[src/rtl/capture_sequencer.sv]
// Purpose: sequences one pulse capture from the threshold sampler into the capture RAM.
// Latency: smp_we_i in cycle N -> ram_we_o/ram_addr_o/ram_din_o in cycle N+1; all outputs registered.
// Backpressure: none; the sampler is never stalled, samples outside ARMED/CAPTURE are dropped.
//
// Ports:
//   clk_i, rst_i            clock, synchronous active-high reset
//   arm_i, abort_i, ack_i   host control pulses
//   smp_data_i, smp_we_i    sampler data and write strobe
//   ram_we_o/addr_o/din_o   capture RAM write port
//   busy_o, done_o          ARMED/CAPTURE and DONE indications
//   length_o, status_o      samples written and end cause (0 gap, 1 full, 2 timeout, 3 abort)
module capture_sequencer #(
  parameter int ADDR_W     = 10,
  parameter int GAP_CYCLES = 16,
  parameter int TIMEOUT    = 65535
) (
  input  logic              clk_i,
  input  logic              rst_i,
  input  logic              arm_i,
  input  logic              abort_i,
  input  logic              ack_i,
  input  logic [9:0]        smp_data_i,
  input  logic              smp_we_i,
  output logic              ram_we_o,
  output logic [ADDR_W-1:0] ram_addr_o,
  output logic [9:0]        ram_din_o,
  output logic              busy_o,
  output logic              done_o,
  output logic [ADDR_W:0]   length_o,
  output logic [1:0]        status_o
);

  typedef enum logic [1:0] {
    S_IDLE    = 2'd0,
    S_ARMED   = 2'd1,
    S_CAPTURE = 2'd2,
    S_DONE    = 2'd3
  } state_t;

  localparam int GAP_W = $clog2(GAP_CYCLES + 1);
  localparam logic [ADDR_W:0]  DEPTH    = {1'b1, {ADDR_W{1'b0}}};
  localparam logic [ADDR_W:0]  LEN_ONE  = (ADDR_W+1)'(1);
  localparam logic [GAP_W-1:0] GAP_END  = GAP_W'(GAP_CYCLES);
  localparam logic [15:0]      TMO_LAST = 16'(TIMEOUT - 1);

  localparam logic [1:0] ST_GAP     = 2'd0;
  localparam logic [1:0] ST_FULL    = 2'd1;
  localparam logic [1:0] ST_TIMEOUT = 2'd2;
  localparam logic [1:0] ST_ABORT   = 2'd3;

  state_t            state_q, state_d;
  logic              ram_we_q, ram_we_d;
  logic [ADDR_W-1:0] ram_addr_q, ram_addr_d;
  logic [9:0]        ram_din_q, ram_din_d;
  logic [ADDR_W:0]   length_q, length_d;
  logic [1:0]        status_q, status_d;
  logic [GAP_W-1:0]  gap_q, gap_d;
  logic [15:0]       timer_q, timer_d;
  logic              busy_q, busy_d;
  logic              done_q, done_d;

  always_comb begin
    state_d    = state_q;
    ram_we_d   = 1'b0;
    ram_addr_d = ram_addr_q;
    ram_din_d  = ram_din_q;
    length_d   = length_q;
    status_d   = status_q;
    gap_d      = gap_q;
    timer_d    = timer_q;

    case (state_q)
      S_IDLE: begin
        if (arm_i) begin
          state_d  = S_ARMED;
          length_d = '0;
          timer_d  = '0;
        end
      end

      S_ARMED: begin
        if (abort_i) begin
          state_d  = S_IDLE;
          status_d = ST_ABORT;
        end else if (smp_we_i) begin
          ram_we_d   = 1'b1;
          ram_addr_d = '0;
          ram_din_d  = smp_data_i;
          length_d   = LEN_ONE;
          gap_d      = '0;
          if (DEPTH == LEN_ONE) begin
            state_d  = S_DONE;
            status_d = ST_FULL;
          end else begin
            state_d  = S_CAPTURE;
          end
        end else if ((TIMEOUT != 0) && (timer_q == TMO_LAST)) begin
          state_d  = S_DONE;
          status_d = ST_TIMEOUT;
          length_d = '0;
        end else if (timer_q != 16'hFFFF) begin
          // Saturate so an unbounded wait (TIMEOUT == 0) never wraps.
          timer_d = timer_q + 16'd1;
        end
      end

      S_CAPTURE: begin
        if (abort_i) begin
          // Samples already written stay counted; this cycle's sample is dropped.
          state_d  = S_IDLE;
          status_d = ST_ABORT;
        end else if (smp_we_i) begin
          ram_we_d   = 1'b1;
          ram_addr_d = length_q[ADDR_W-1:0];
          ram_din_d  = smp_data_i;
          length_d   = length_q + LEN_ONE;
          gap_d      = '0;
          if (length_d == DEPTH) begin
            state_d  = S_DONE;
            status_d = ST_FULL;
          end
        end else begin
          gap_d = gap_q + GAP_W'(1);
          if (gap_d == GAP_END) begin
            state_d  = S_DONE;
            status_d = ST_GAP;
          end
        end
      end

      S_DONE: begin
        if (ack_i) begin
          if (arm_i) begin
            state_d  = S_ARMED;
            length_d = '0;
            timer_d  = '0;
          end else begin
            state_d  = S_IDLE;
          end
        end
      end

      default: state_d = S_IDLE;
    endcase

    busy_d = (state_d == S_ARMED) || (state_d == S_CAPTURE);
    done_d = (state_d == S_DONE);
  end

  always_ff @(posedge clk_i) begin
    if (rst_i) begin
      state_q    <= S_IDLE;
      ram_we_q   <= 1'b0;
      ram_addr_q <= '0;
      ram_din_q  <= '0;
      length_q   <= '0;
      status_q   <= '0;
      gap_q      <= '0;
      timer_q    <= '0;
      busy_q     <= 1'b0;
      done_q     <= 1'b0;
    end else begin
      state_q    <= state_d;
      ram_we_q   <= ram_we_d;
      ram_addr_q <= ram_addr_d;
      ram_din_q  <= ram_din_d;
      length_q   <= length_d;
      status_q   <= status_d;
      gap_q      <= gap_d;
      timer_q    <= timer_d;
      busy_q     <= busy_d;
      done_q     <= done_d;
    end
  end

  assign ram_we_o   = ram_we_q;
  assign ram_addr_o = ram_addr_q;
  assign ram_din_o  = ram_din_q;
  assign length_o   = length_q;
  assign status_o   = status_q;
  assign busy_o     = busy_q;
  assign done_o     = done_q;

endmodule

[config.mk]
export PLATFORM = sky130hd
export DESIGN_NAME = capture_sequencer
export DESIGN_NICKNAME = d
export VERILOG_FILES = /design/src/rtl/capture_sequencer.sv
export SDC_FILE = /design/constraint.sdc
export NUM_CORES = 1
export LEC_CHECK = 0
export BUFFER_PORTS_ARGS = -buffer_cell sky130_fd_sc_hd__buf_2
export CAP_MARGIN = 15
export CORE_ASPECT_RATIO = 0.9
export CORE_UTILIZATION = 56
export CTS_CLUSTER_SIZE = 20
export DETAILED_ROUTE_END_ITERATION = 12
export PLACE_DENSITY_LB_ADDON = 0.08
export REMOVE_ABC_BUFFERS = 1
export SETUP_SLACK_MARGIN = 0.4
export SLEW_MARGIN = 20
export SYNTH_ARGS = -nofsm -noshare
export SYNTH_HDL_FRONTEND = slang
export SYNTH_SLANG_ARGS = --single-unit
[constraint.sdc]
create_clock -name clk_i -period 3.1 [get_ports clk_i]
set_input_delay 0.62 -clock clk_i [delete_from_list [all_inputs] [get_ports clk_i]]
set_output_delay 0.62 -clock clk_i [all_outputs]
set_load 0.01 [all_outputs]
* Yosys cells after proc, flatten, opt, wreduce, memory -nomap -nowiden
Cells that the tools add are included.
** Cells by class
- $add $sub $neg :: 3
- Equal/unequal tests :: 23
- Multiplexer cells :: 45
- Bitwise logic cells :: 2
- Reduce and logical (&&, ||, !) cells :: 12
** Operators by type and width (number)
- two-way mux 16 bit :: 6
- two-way mux 11 bit :: 7
- case mux 16 bit (3 select lines) :: 1
- case mux 11 bit (4 select lines) :: 1
- two-way mux 10 bit :: 4
- two-way mux 2 bit :: 16
- two-way mux 5 bit :: 4
- case mux 10 bit (2 select lines) :: 1
- adder 16 x 1 -> 16 bit (second input constant) :: 1
- == test 16 bit (second input constant) :: 1
- != test 16 bit (second input constant) :: 1
- != test 2 bit (second input constant) :: 8
- AND reduction 5 bit :: 3
- adder 11 x 1 -> 11 bit (second input constant) :: 1
- == test 11 bit (second input constant) :: 1
- case mux 5 bit (2 select lines) :: 1
- != test 3 bit (second input constant) :: 3
- == test 2 bit (second input constant) :: 4
- != test 4 bit (second input constant) :: 2
- case mux 2 bit (4 select lines) :: 1
- AND reduction 6 bit :: 1
- adder 5 x 1 -> 5 bit (second input constant) :: 1
- == test 5 bit (second input constant) :: 1
- == test 2 x 1 -> 1 bit (second input constant) :: 2
- other kinds (11) :: 13
** Storage, ports and cells
- Register bits :: 59
- Input port bits :: 16
- Output and inout bits :: 36
- Logic and storage cells :: 95

* Longest topological paths before layout
- Word-level depth :: 8
- Mapped depth :: 10

* Worst setup path after synthesis
OpenSTA, ideal clock, no wires.
- Kind :: register -> register
- Start point :: reg length_q[3] (netlist: length_o[3])
- End point :: reg busy_q (netlist: busy_o)
- Library setup time :: 0.127 ns
- Arrival :: 2.253 ns
- Data required time :: 2.973 ns
- Slack :: 0.720 ns
- Stages on the path, launching flop included :: 9
- Cells stage by stage :: dfxtp_1 buf_6 or4_1 or3_4 a2111oi_4 nand3_1 nand2_1 ha_1 nor2b_1
** On the way
- Word-level cells in the longest chain between the ends :: 8
** Ends and longest elaborated chain
- start: declaration :: RTL line 55 : logic [ADDR_W:0] length_q, length_d;
- start signal: assignment :: RTL line 167 : length_q <= length_d;
- adder 11 x 1 -> 11 bit * :: RTL line 116 : length_d = length_q + LEN_ONE;
- == test 11 bit * :: RTL line 118 : if (length_d == DEPTH) begin
- two-way mux 2 bit * :: RTL line 118
- two-way mux 2 bit * :: RTL line 112 : end else if (smp_we_i) begin
- two-way mux 2 bit * :: RTL line 108 : if (abort_i) begin
- case mux 2 bit (4 select lines) * :: RTL line 72 : case (state_q)
- named net state_d[1] :: RTL line 51 : state_t state_q, state_d;
- == test 2 x 1 -> 1 bit or == test 2 bit (tied branches) :: RTL line 146 : busy_d = (state_d == S_ARMED) || (state_d == S_CAPTURE);
- logical OR 1 bit * :: RTL line 146
- named net busy_d :: RTL line 59 : logic busy_q, busy_d;
- end signal: assignment :: RTL line 171 : busy_q <= busy_d;
- end: declaration :: RTL line 59
Mark *: on every way through the listed nets, which the timed path passes. The rest lies on a longest branch.
A chain may end at the register's enable or synchronous reset.

* Worst setup path after layout
Ends and elaborated chain as after synthesis.

==> results.py <==
metrics = {
    "floorplan": {
        "initial_core_util_pct": 58.33,
        "core_um2": 5255,
        "rows": 25,
        "die-area_um2": 5774,
        "die_w_um": 79.99,
        "die_y_um": 72.19,
        "ios": 52,
    },
    "timing": {
        "setup_violations": 0,
        "timing.fmax_ghz": 0.3997,
        "skew_ns": 0.004519,
        "slew_headroom_pct": 47.78,
        "slew_viol_final": 0,
        "rsz0062_at_grt": "no",
        "worstMarginPinSlew_ns": 0.7781,
        "finalHoldViolCount": 0,
        "post-route-min-period_ns": 2.502,
        "fin_crit_sh_pct": 80.70,
        "tns_ns": 0,
    },
    "worst_hold_path": {
        "hold_class": "flip-flop to flip-flop",
    },
    "yosys": {
        "synth_cells": 374,
        "synth_top_family_by_area": "simple AND/OR/NAND/NOR gates",
        "synth_area_per_cell_um2": 8.196,
        "synth.area.mux_share_pct": 1.347,
        "synth_seq_cells": 59,
        "synthAdderAreaFrac_pct": 3.673,
        "synthArstFlopShare_pct": 0,
        "synth_edf_count": 0,
        "syn_area_um2": 3065,
        "yosys_warnings": 0,
        "synth_xor_area_share_pct": 2.571,
        "ys_types": 62,
        "synth_compound_area_share_pct": 20.69,
        "seq_area_frac_synth_pct": 38.53,
        "synth_simple_gate_area_share_pct": 28.53,
        "synth-main-ff-cell": "dfxtp_1",
    },
    "cells_and_area": {
        "diodes": 0,
        "nFillCells": 456,
        "drive_above_1_share_pct": 20.52,
        "fin_nets": 445,
        "final_core_util_pct": 66.52,
        "stdcell_area_um2": 3496,
        "area_delta_synth_final_pct": 14.04,
    },
    "setup_path": {
        "crit_fanout": 11,
        "crit_type": "flip-flop to flip-flop",
        "end_kind": "flip-flop",
        "required_ns": 3.31,
        "start_kind": "flip-flop",
        "worstPathArrival_ns": 2.72,
    },
    "power": {
        "p_per_area_nw_per_um2": 439.3,
        "leakagePower_nw": 1.333,
        "power_mw": 1.536,
        "ir_worst_vdd_mv": 0.4064,
    },
    "clock_tree": {
        "cts_max_level": 3,
        "ctsLongestPathBuffers": 2,
        "cts_hold_buf": 0,
        "path_clk_slew_ns": 0.06,
        "cts_buffers": 9,
        "clock_sinks": 59,
        "clock_tree.root_cell": "clkbuf_8",
        "clock_latency_ns": 0.33,
        "cts_tree": "yes",
    },
    "route": {
        "wl_per_cell_um": 14.34,
        "drt_iter0_drc": 174,
        "avgViaCountPerCell": 5.886,
        "route.detailed.drc": 0,
        "wirelength_um": 7039,
        "ant_nets": 0,
        "via_count": 2890,
        "drtPass1Iterations": 4,
    },
    "run": {
        "maxCapViolCount": 0,
    },
    "global_route": {
        "grt_use_total_pct": 25.59,
        "antenna_found_initial": 0,
        "grt_max_degree": 25,
        "grt_pass1_vias": 2540,
        "grt_overflow": 0,
        "grt_pass1_wl_um": 11550,
    },
    "placement": {
        "placed_cell_area_um2": 3333,
        "portBuffers": 51,
        "dpl.hpwl_um": 4915,
        "routabilityCongestion": 0.9187,
    },
    "run_status": {
        "status": "complete, no violations",
    },
}
## sequential cells by signal, summed over array words and instances (netlist names), 2 cells and up
signal      flops
timer_q        16
length_o       11
ram_addr_o     10
ram_din_o      10
gap_q           5
state_q         2
status_o        2
## cells by family (layout without fill, tap and decap cells)
group,after synthesis,in the layout
AOI/OAI and AO/OA,100,100
xor gates and xnor gates,9,9
adders and majority gates,9,9
buffers and inverters,31,81
DFF,59,59
muxes,4,4
and+or+nand+nor,162,162
## repair_timing
action                     4_1_cts  5_1_grt
resized for setup                0        1
setup endpoints to repair        0        7
setup buffers                    0        0
## critical path, cell delays in order, from the launching register on
cell       delay [ns]
dfxtp_1          0.39
or4_1            0.55
or3_4            0.35
a2111oi_4        0.49
nand3_1          0.16
nand2_1          0.10
ha_1             0.22
nor2b_1          0.12
## cells in the final DEF (no fill, tap or decap), types with 5 or more instances in the layout
| master | count |
|---|---|
| a211oi_1 | 5 |
| a21oi_1 | 39 |
| a22oi_1 | 10 |
| buf_2 | 51 |
| clkbuf_8 | 10 |
| dfxtp_1 | 59 |
| ha_1 | 8 |
| inv_1 | 10 |
| nand2_1 | 33 |
| nand2b_1 | 5 |
| nand3_1 | 31 |
| nand4_1 | 9 |
| nor2_1 | 35 |
| nor2b_1 | 8 |
| o21ai_0 | 20 |
| or3_1 | 9 |
| or4_1 | 6 |
| xnor2_1 | 7 |
## metal layers
metal | vias to the layer above | global-route usage, % | share of wire [%]
met5 | - | 0 | 0
met4 | 0 | 8.532 | 0.41
met3 | 2 | 6.667 | 5.0
met2 | 63 | 39.79 | 46
met1 | 1365 | 34.59 | 49
li1 | 1460 | - | -
## report_power, final
| part | leakage, nW | switching, mW | internal (mW) | total [mW] |
|---|---|---|---|---|
| registers | 0.477 | 0.00856 | 0.773 | 0.781 |
| clock network | 0.0860 | 0.284 | 0.303 | 0.588 |
| logic | 0.770 | 0.105 | 0.0617 | 0.167 |
| total | 1.33 | 0.398 | 1.14 | 1.54 |
## synth_stat cells, types with 2 or more instances
| library cell | instances | area [um2] |
|---|---|---|
| nand3_1 | 31 | 155.2 |
| a21oi_1 | 39 | 195.2 |
| nand4_1 | 9 | 56.30 |
| and3_2 | 2 | 15.01 |
| nor2_1 | 35 | 131.4 |
| a2111oi_0 | 2 | 17.52 |
| o211ai_1 | 4 | 30.03 |
| nor4_1 | 4 | 25.02 |
| buf_4 | 2 | 15.01 |
| a22oi_1 | 10 | 75.07 |
| a211oi_1 | 5 | 37.54 |
| o21ai_0 | 20 | 100.1 |
| xnor2_1 | 7 | 61.31 |
| or3_1 | 9 | 56.30 |
| nor2b_1 | 8 | 50.05 |
| nand2b_1 | 5 | 31.28 |
| or2_2 | 2 | 12.51 |
| ha_1 | 9 | 112.6 |
| o21a_1 | 3 | 22.52 |
| clkbuf_1 | 14 | 52.55 |
| and4_2 | 2 | 20.02 |
| inv_1 | 10 | 37.54 |
| mux2i_1 | 3 | 30.03 |
| xor2_1 | 2 | 17.52 |
| a31oi_1 | 4 | 25.02 |
| nand2_1 | 33 | 123.9 |
| or4_1 | 6 | 45.04 |
| nor3_1 | 2 | 10.01 |
| dfxtp_1 | 59 | 1181 |
## metrics by stage
stage,hold slack (ns),cells,setup slack (ns)
2_1_floorplan,0.4427,354,0.6707
3_3_place_gp,0.4396,476,0.6466
3_5_place_dp,0.4430,476,0.5536
4_1_cts,0.4514,491,0.5430
5_1_grt,0.4720,491,0.4733
6_report,0.4515,491,0.5982
## worst paths after layout
check,startpoint,end,slack (ns),cells past startpoint
min reg2reg,ram_din_o[9],ram_din_o[9],0.45,2
max reg2reg,length_o[3],busy_o,0.60,7
max,length_o[3],busy_o,0.60,7
min,ram_din_o[9],ram_din_o[9],0.45,2
## layout make-up
class                           instances  area, um2  area share (%)
Multi-Input combinational cell        284       1744           49.89
Sequential cell                        59       1181           33.79
Timing Repair Buffer                   55      285.3           8.160
Clock buffer                           12      145.1           4.152
Tap cell                               67      83.83           2.398
Inverter                               11      41.29           1.181
Clock inverter                          3      15.01          0.4295
No activity file was read; power rests on OpenSTA's default activity.
